[src/rtl/lift_seq_pkg.sv]
// Shared constants and encodings for the 5/3 lifting row sequencer.
package lift_seq_pkg;

    // Widths shared with the add_mul_ram lifting datapath.
    localparam int LS_DATA_W = 26;
    localparam int LS_ADDR_W = 7;

    // Sequencer states.
    typedef enum logic [2:0] {
        ST_IDLE  = 3'd0,
        ST_PRIME = 3'd1,
        ST_RUN   = 3'd2,
        ST_DRAIN = 3'd3,
        ST_FIN   = 3'd4
    } state_t;

    // Pass codes; the value doubles as the lf_even_odd level.
    localparam logic PASS_P = 1'b1;
    localparam logic PASS_U = 1'b0;

    // Write-back bank select carried down the alignment pipe.
    localparam logic BANK_EV = 1'b0;
    localparam logic BANK_OD = 1'b1;

endpackage

[src/rtl/lift_seq_wb.sv]
// Write-back alignment pipe: delays {valid, bank, address} so that the
// write strobe lines up with the registered lifting result.
module lift_seq_wb
    import lift_seq_pkg::*;
#(
    parameter int ADDR_W = LS_ADDR_W,
    parameter int DEPTH  = 2
) (
    input  logic              clk,
    input  logic              rst_n,
    input  logic              in_vld,
    input  logic              in_bank,
    input  logic [ADDR_W-1:0] in_addr,
    output logic              out_vld,
    output logic              out_bank,
    output logic [ADDR_W-1:0] out_addr
);

    localparam int W = ADDR_W + 2;

    genvar gi;
    generate
        for (gi = 0; gi < DEPTH; gi++) begin : g_stage
            logic [W-1:0] stage_q;
            logic [W-1:0] stage_d;

            if (gi == 0) begin : g_first
                assign stage_d = {in_vld, in_bank, in_addr};
            end else begin : g_next
                assign stage_d = g_stage[gi-1].stage_q;
            end

            // One pipe stage; reset drops any write still in flight.
            always_ff @(posedge clk) begin
                if (!rst_n) begin
                    stage_q <= '0;
                end else begin
                    stage_q <= stage_d;
                end
            end
        end
    endgenerate

    assign {out_vld, out_bank, out_addr} = g_stage[DEPTH-1].stage_q;

endmodule

[src/rtl/lift_seq.sv]
// Row sequencer for the 5/3 lifting stage: runs predict and update passes
// over an even/odd bank pair, feeding left/right/center samples with
// symmetric edge extension and writing results back in place.
module lift_seq
    import lift_seq_pkg::*;
#(
    parameter int DATA_W   = LS_DATA_W,
    parameter int ADDR_W   = LS_ADDR_W,
    parameter int N_HALF   = 64,
    parameter int LIFT_LAT = 1
) (
    input  logic              clk,
    input  logic              rst_n,
    input  logic              start,
    input  logic              fwd_inv,
    output logic              busy,
    output logic              done,
    output logic [ADDR_W-1:0] ev_raddr,
    input  logic [DATA_W-1:0] ev_rdata,
    output logic [ADDR_W-1:0] ev_waddr,
    output logic [DATA_W-1:0] ev_wdata,
    output logic              ev_we,
    output logic [ADDR_W-1:0] od_raddr,
    input  logic [DATA_W-1:0] od_rdata,
    output logic [ADDR_W-1:0] od_waddr,
    output logic [DATA_W-1:0] od_wdata,
    output logic              od_we,
    output logic [DATA_W-1:0] lf_left,
    output logic [DATA_W-1:0] lf_right,
    output logic [DATA_W-1:0] lf_center,
    output logic              lf_even_odd,
    output logic              lf_fwd_inv,
    output logic              lf_vld,
    input  logic [DATA_W-1:0] lf_res
);

    localparam logic [ADDR_W-1:0] LAST = ADDR_W'(N_HALF - 1);

    state_t            state_q, state_d;
    logic              pass_q, pass_d;
    logic              fwd_q, fwd_d;
    logic              second_q, second_d;
    logic [ADDR_W-1:0] cnt_q, cnt_d;

    logic              rd_vld_q;
    logic [ADDR_W-1:0] rd_idx_q;
    logic              prime_q;
    logic [DATA_W-1:0] left_q;
    logic [DATA_W-1:0] res_q;

    logic              wb_vld;
    logic              wb_bank;
    logic [ADDR_W-1:0] wb_addr;

    logic [DATA_W-1:0] tgt_data;
    logic [DATA_W-1:0] nbr_data;

    // Control state register.
    always_ff @(posedge clk) begin
        if (!rst_n) begin
            state_q  <= ST_IDLE;
            pass_q   <= PASS_U;
            fwd_q    <= 1'b0;
            second_q <= 1'b0;
            cnt_q    <= '0;
        end else begin
            state_q  <= state_d;
            pass_q   <= pass_d;
            fwd_q    <= fwd_d;
            second_q <= second_d;
            cnt_q    <= cnt_d;
        end
    end

    // Next-state logic: pass ordering and per-pass sample counter.
    always_comb begin
        state_d  = state_q;
        pass_d   = pass_q;
        fwd_d    = fwd_q;
        second_d = second_q;
        cnt_d    = cnt_q;
        case (state_q)
            ST_IDLE: begin
                if (start) begin
                    fwd_d    = fwd_inv;
                    pass_d   = fwd_inv ? PASS_P : PASS_U;
                    second_d = 1'b0;
                    cnt_d    = '0;
                    state_d  = fwd_inv ? ST_PRIME : ST_RUN;
                end
            end
            ST_PRIME: begin
                cnt_d   = '0;
                state_d = ST_RUN;
            end
            ST_RUN: begin
                if (cnt_q == LAST) begin
                    cnt_d   = '0;
                    state_d = ST_DRAIN;
                end else begin
                    cnt_d = cnt_q + 1'b1;
                end
            end
            ST_DRAIN: begin
                // Only leave once the final write of this pass is on the
                // bank port, so the next pass never reads stale data.
                if (wb_vld && (wb_addr == LAST)) begin
                    if (second_q) begin
                        state_d = ST_FIN;
                    end else begin
                        second_d = 1'b1;
                        pass_d   = (pass_q == PASS_P) ? PASS_U : PASS_P;
                        state_d  = (pass_q == PASS_U) ? ST_PRIME : ST_RUN;
                    end
                end
            end
            ST_FIN: begin
                state_d = ST_IDLE;
            end
            default: begin
                state_d = ST_IDLE;
            end
        endcase
    end

    // Read issue: target plus neighbour, right neighbour clamped at the edge.
    always_comb begin
        ev_raddr = '0;
        od_raddr = '0;
        if (state_q == ST_RUN) begin
            if (pass_q == PASS_P) begin
                od_raddr = cnt_q;
                ev_raddr = (cnt_q == LAST) ? LAST : cnt_q + 1'b1;
            end else begin
                ev_raddr = cnt_q;
                od_raddr = cnt_q;
            end
        end
    end

    // Read-data stage tracking, left-neighbour register and result capture.
    always_ff @(posedge clk) begin
        if (!rst_n) begin
            rd_vld_q <= 1'b0;
            rd_idx_q <= '0;
            prime_q  <= 1'b0;
            left_q   <= '0;
            res_q    <= '0;
        end else begin
            rd_vld_q <= (state_q == ST_RUN);
            rd_idx_q <= cnt_q;
            prime_q  <= (state_q == ST_PRIME);
            if (prime_q) begin
                left_q <= ev_rdata;
            end else if (rd_vld_q) begin
                left_q <= lf_right;
            end
            res_q <= lf_res;
        end
    end

    // Lifting-stage operands, zero outside valid cycles.
    always_comb begin
        tgt_data    = (pass_q == PASS_P) ? od_rdata : ev_rdata;
        nbr_data    = (pass_q == PASS_P) ? ev_rdata : od_rdata;
        lf_center   = '0;
        lf_right    = '0;
        lf_left     = '0;
        lf_vld      = rd_vld_q;
        busy        = (state_q != ST_IDLE);
        done        = (state_q == ST_FIN);
        lf_even_odd = busy & pass_q;
        lf_fwd_inv  = busy & fwd_q;
        if (rd_vld_q) begin
            lf_center = tgt_data;
            lf_right  = nbr_data;
            // Update pass at the left edge mirrors odd[0] onto the left side.
            lf_left   = ((pass_q == PASS_U) && (rd_idx_q == '0)) ? nbr_data : left_q;
        end
    end

    lift_seq_wb #(
        .ADDR_W (ADDR_W),
        .DEPTH  (LIFT_LAT + 1)
    ) u_wb (
        .clk      (clk),
        .rst_n    (rst_n),
        .in_vld   (rd_vld_q),
        .in_bank  ((pass_q == PASS_P) ? BANK_OD : BANK_EV),
        .in_addr  (rd_idx_q),
        .out_vld  (wb_vld),
        .out_bank (wb_bank),
        .out_addr (wb_addr)
    );

    // In-place write-back of the registered lifting result.
    always_comb begin
        ev_we    = wb_vld && (wb_bank == BANK_EV);
        od_we    = wb_vld && (wb_bank == BANK_OD);
        ev_waddr = ev_we ? wb_addr : '0;
        od_waddr = od_we ? wb_addr : '0;
        ev_wdata = ev_we ? res_q : '0;
        od_wdata = od_we ? res_q : '0;
    end

endmodule

[config.mk]
export PLATFORM = sky130hd
export DESIGN_NAME = lift_seq
export DESIGN_NICKNAME = d
export VERILOG_FILES = /design/src/rtl/lift_seq_pkg.sv /design/src/rtl/lift_seq_wb.sv /design/src/rtl/lift_seq.sv
export SDC_FILE = /design/constraint.sdc
export NUM_CORES = 1
export LEC_CHECK = 0
export BUFFER_PORTS_ARGS = -buffer_cell sky130_fd_sc_hd__buf_2
export CAP_MARGIN = 15
export CORE_AREA = 2 2 143 145
export CTS_BUF_LIST = sky130_fd_sc_hd__clkbuf_4 sky130_fd_sc_hd__clkbuf_8
export DETAILED_ROUTE_END_ITERATION = 8
export DIE_AREA = 0 0 145 147
export PLACE_DENSITY = 0.55
export SYNTH_ARGS = -nofsm -noshare
export SYNTH_HDL_FRONTEND = slang
export SYNTH_SLANG_ARGS = --single-unit
export TNS_END_PERCENT = 10
[constraint.sdc]
create_clock -name clk -period 2.09 [get_ports clk]
set_input_delay 0.1045 -clock clk [delete_from_list [all_inputs] [get_ports clk]]
set_output_delay 0.1045 -clock clk [all_outputs]
set_load 0.01 [all_outputs]
Word level (Yosys, flattened, before mapping)
Cells that the tools add are included.
W data, S select, Z words.

storage, ports and cells
  register bits = 92

cells by class
  add/sub/neg operators = 1
  equal/unequal tests = 10
  mux-type cells = 36
  bitwise logic cells = 4
  reductions and logical operators = 15

operators with widths
  operator               number
  $mux W26               10
  $mux W7                8
  $pmux W7 S3            1
  $eq A7 B6 Y1 const B   2
  $mux W3                4
  $pmux W3 S4            1
  $mux W1                8
  $ne A2 B2 Y1 const B   4
  $add A7 B1 Y7 const B  1
  $logic_not A7 Y1       1
  $eq A3 B2 Y1 const B   2
  $reduce_and A3 Y1      2
  $reduce_bool A3 Y1     2
  $logic_and A1 B1 Y1    4
  $mux W2                2
  $pmux W1 S2            2
  $reduce_and A2 Y1      2
  $reduce_and A4 Y1      1
  $reduce_bool A2 Y1     2
  $eq A3 B1 Y1 const B   1
  $eq A3 B3 Y1 const B   1
  $logic_not A3 Y1       1
  $and A1 B1 Y1          2
  $not A1 Y1             2

Logic depth before layout (Yosys ltp)
  depth in word-level cells = 4
  gate-level depth with buffers = 7

By module
A second synthesis with hierarchy kept.

second synthesis, totals
  cells, all modules = 611
  area total of the unflattened synthesis = 5251.3 sq um

modules (own cells, without submodules)
  module       times used  cells each  area each (sq um)  seq. area each (sq um)
  lift_seq     1           574         4749.6             1481.4
  lift_seq_wb  1           37          501.7              360.3

Worst setup path after synthesis
OpenSTA, ideal clock, no wires.

  path kind = register to register
  start point = reg cnt_q[0]
  end point = reg state_q[1]
  setup time = 0.115 ns
  data arrival time = 1.537 ns
  setup slack = 0.438 ns
  stages on the path, launching flop included = 7
  cell sequence = dfxtp_1 > ha_1 > nand3_2 > or3_1 > buf_2 > o2bb2ai_1 > o21a_1

on the way
  cells in the longest elaborated chain, start to end = 3

RTL lines
  what                                RTL line        text
  from (decl)                         lift_seq.sv:43  logic [ADDR_W-1:0] cnt_q, cnt_d;
  from (signal assigned)              lift_seq.sv:71  cnt_q <= cnt_d;
  $eq A7 B6 Y1                        lift_seq.sv:97  if (cnt_q == LAST) begin
  $ne A2 B2 Y1 (no source line)       -
  $reduce_and A3 Y1 (no source line)  -
  to (signal assigned)                lift_seq.sv:67  state_q <= state_d;
  to (decl)                           lift_seq.sv:39  state_t state_q, state_d;

No other way between the ends.
A chain may end at the register's enable or synchronous reset.

Worst setup path in the final report
  start point = reg rd_idx_q[3]
  end point = out lf_left[7]

on the way
  cells in the longest elaborated chain, start to end = 4

RTL lines
  what                    RTL line         text
  from (decl)             lift_seq.sv:46   logic [ADDR_W-1:0] rd_idx_q;
  from (signal assigned)  lift_seq.sv:151  rd_idx_q <= cnt_q;
  $logic_not A7 Y1        lift_seq.sv:178  lf_left = ((pass_q == PASS_U) && (rd_idx_q == '0)) ? nbr_data : left_q;
  $logic_and A1 B1 Y1     lift_seq.sv:178
  $mux W26                lift_seq.sv:178
  $mux W26                lift_seq.sv:174  if (rd_vld_q) begin
  to (decl)               lift_seq.sv:28   output logic [DATA_W-1:0] lf_left,

No other way between the ends.

==> reports/results.tsv <==
metric	value	unit
R2R setup slack	330	ps
Worst-path clk slew	110	ps
CTS root buffer	clkbuf_8	
initial antenna violation count	0	
Netlist Area Pre-Place	0.00523	sq mm
Peak VDD IR	0.295	mV
Critical Path Sink	lf_left[7]	
FFs w/ async S/R, synth	0	%
area grow syn2layout	41.8	%
DR WL/cell	15.3	microns
Initial Util	26.3	%
WL final	17300	microns
number of vias per cell	4.81	
max_cap viols	0	
slew margin rel.	61.4	%
reg2reg start	state_q[0]$_SDFFE_PN0P_	
worst setup path start	rd_idx_q[3]$_SDFF_PN0_	
crit path capture type	output pin	
DIE WIDTH	145	microns
pin count of the biggest net entering global routing	109	
net count after synthesis	693	
CP startpoint kind	register	
max incr delay on CP	530	ps
FP Rows	52	
Distinct cells, synth	46	
fmax	0.474	GHz
Worst Tran Pin Value	580	ps
vias in the first global route	5150	
Remaining DRCs	0	
Cell Chain, Critical Path	or4_4 > nor2_4 > buf_12 > clkbuf_16 > nand2_1 > o211a_1 > buf_2	
CTS tree	yes	
Antenna Cells	0	
nets@finish	943	
hpwl dp	11300	microns
number of synthesized flops with an enable pin	0	
wire length of the first global-routing pass	26500	microns
drt pass-1 iters	4	
TritonCTS Buffers	9	
H-tree levels	3	
Filler cells	2039	
Port Buffers	246	
gr ovfl total	0	
leakage	0.00384	uW
Die Y-Extent	147	microns
Critical Path AT	2000	ps
final hold vios	0	
Setup CP Type	register to output pin	
Final period util	101	%
Die ar.	0.0213	sq mm
Synth Warn #	0	
DR vias	5464	
failing checks	negative setup slack	
critical path peak fanout	7	
P per Cell Area	631	mW/mm^2
Worst Reg2Reg Path Length in Cells	4	
final instance area	0.00741	sq mm
Max Slew Vio Count	0	
core box area	0.0198	sq mm
final setup margin	-18.2	ps
Mapped Cells	610	
share of cells above drive strength 1	35.5	%
WP data required	1990	ps
Yosys reg bits	92	
skew final	15.2	ps
Clock Latency Late Sink	380	ps
IO Count	247	
Global Route Usage Sum	15.1	%
fin crit period	2110	ps
Hold Crit Class	input port to register	
area post-placement	0.00670	sq mm
Antenna Nets Post-Route	0	
Syn Area/Cell	8.57	sq um
CTS Buffer Depth	2	
clock sink total	92	
slowest CP cell	or4_4	
RSZ-0062 raised after global routing	true	
sequential area share after synthesis	35.2	%
final setup fails	10	
Main synth FF type	dfxtp_1	
Core Util, Final	37.4	%
Final GP Congestion	0.763	
status	finished with violations	
Crit Reg-Reg Endpoint	pass_q$_SDFFE_PN0P_	
DRT iter0 DRCs	189	
[per-layer routing]
layer | vias to the layer above | GRT usage [%] | routed length (microns)
met4 | 0 | 4.65 | 283
met2 | 216 | 26.2 | 8300
met3 | 21 | 3.73 | 1060
met1 | 2546 | 18.4 | 7710
li1 | 2681 | - | -
met5 | - | 0 | 0
[final cells by class]
| type | count | area (sq um) | area share (%) |
|---|---|---|---|
| multi-input cells | 456 | 3150 | 42.5 |
| flip-flops and latches | 92 | 1860 | 25.0 |
| repair buffers | 297 | 1850 | 24.9 |
| well taps | 270 | 338 | 4.56 |
| clock buffers | 9 | 124 | 1.67 |
| clock inverters | 7 | 81.3 | 1.10 |
| inverters | 4 | 15.0 | 0.203 |
[critical path: cells and delay by family (launching register included)]
family / cells / cell delay [ps]
AND/OR/NAND/NOR: 3 / 720
buffers and inverters: 3 / 450
AO/OA/AOI/OAI: 1 / 130
flip-flops: 1 / 330
[worst min-delay path by stage]
stage,startpoint,to,slack (ps),cells after the start
after global routing,od_rdata[9],left_q[9]$_SDFFE_PN0P_,50,3
after global placement,lf_res[10],res_q[10]$_SDFF_PN0_,310,2
after CTS,od_rdata[13],left_q[13]$_SDFFE_PN0P_,20,3
after floorplan,lf_res[5],res_q[5]$_SDFF_PN0_,230,1
after detailed placement,lf_res[15],res_q[15]$_SDFF_PN0_,310,2
final,od_rdata[10],left_q[10]$_SDFFE_PN0P_,60,3
[power breakdown]
part,switching [uW],internal [uW]
Clock,754,482
Sequential,92.2,1890
Combinational,800,664
[per-stage QoR]
step / hold slack [ps] / worst slack (ps) / power (uW) / TNS (ps) / instances
after floorplan: 226 / 438 / 2840 / 0 / 610
after global placement: 310 / 241 / 3270 / 0 / 1084
after detailed placement: 314 / 216 / 3270 / 0 / 1084
after CTS: 18.8 / -99.5 / 4600 / -2210 / 1127
after global routing: 47.6 / -92.1 / 4970 / -2130 / 1135
final: 55.5 / -18.2 / 4680 / -75.8 / 1135
[state kept, by name, indices dropped and copies added (netlist names), 3 cells and up]
register,flops
cnt_q,7
left_q,26
rd_idx_q,7
res_q,26
state_q,3
u_wb.g_stage.stage_q,18
[repair_timing]
item	4_1_cts	5_1_grt
resized for setup	6	20
hold buffers	27	0
pin swaps	1	2
setup endpoints to repair	32	31
setup buffers	0	3
cloned	0	5
endpoints found under the hold margin	27	0
[kinds of logic after synthesis]
group / share of synthesized area (%)
flip-flops: 35.2
adder cells (fa/ha/maj): 0.239
AND/OR/NAND/NOR: 29.6
multiplexers: 10.6
buffers and inverters: 5.27
AO/OA/AOI/OAI: 19.1
[synth_stat cells (all sizes together) (2+ instances only)]
| cell | count | area, sq um |
|---|---|---|
| buf | 17 | 106 |
| or3 | 4 | 25.0 |
| a31oi | 10 | 62.6 |
| mux2i | 54 | 541 |
| a21oi | 31 | 155 |
| nand4b | 2 | 17.5 |
| clkbuf | 41 | 154 |
| or4 | 2 | 18.8 |
| and3 | 38 | 238 |
| nand3b | 2 | 15.0 |
| nor2 | 13 | 56.3 |
| inv | 3 | 11.3 |
| nor3 | 4 | 20.0 |
| dfxtp | 92 | 1840 |
| nand2b | 2 | 12.5 |
| o22ai | 25 | 156 |
| o21ai | 9 | 45.0 |
| nand4 | 2 | 12.5 |
| nand2 | 35 | 131 |
| o221ai | 25 | 219 |
| nor2b | 54 | 338 |
| and2 | 99 | 619 |
| o21a | 2 | 15.0 |
| o211a | 27 | 270 |
| a21boi | 2 | 15.0 |
[placed cells by master (no fill, tap or decap), types with 3 or more instances in the layout]
| cell type | n |
|---|---|
| a21oi_1 | 31 |
| a31oi_1 | 10 |
| and2_1 | 99 |
| and3_1 | 38 |
| buf_12 | 4 |
| buf_2 | 237 |
| buf_4 | 15 |
| buf_6 | 11 |
| clkbuf_16 | 3 |
| clkbuf_8 | 9 |
| dfxtp_1 | 86 |
| dfxtp_2 | 3 |
| dfxtp_4 | 3 |
| dlygate4sd3_1 | 27 |
| inv_6 | 3 |
| mux2i_1 | 54 |
| nand2_1 | 31 |
| nand2_2 | 4 |
| nor2_1 | 12 |
| nor2b_1 | 54 |
| nor3_1 | 3 |
| o211a_1 | 27 |
| o21ai_0 | 9 |
| o221ai_1 | 25 |
| o22ai_1 | 25 |
| or3_1 | 3 |
(Power assumes the default switching activity.)
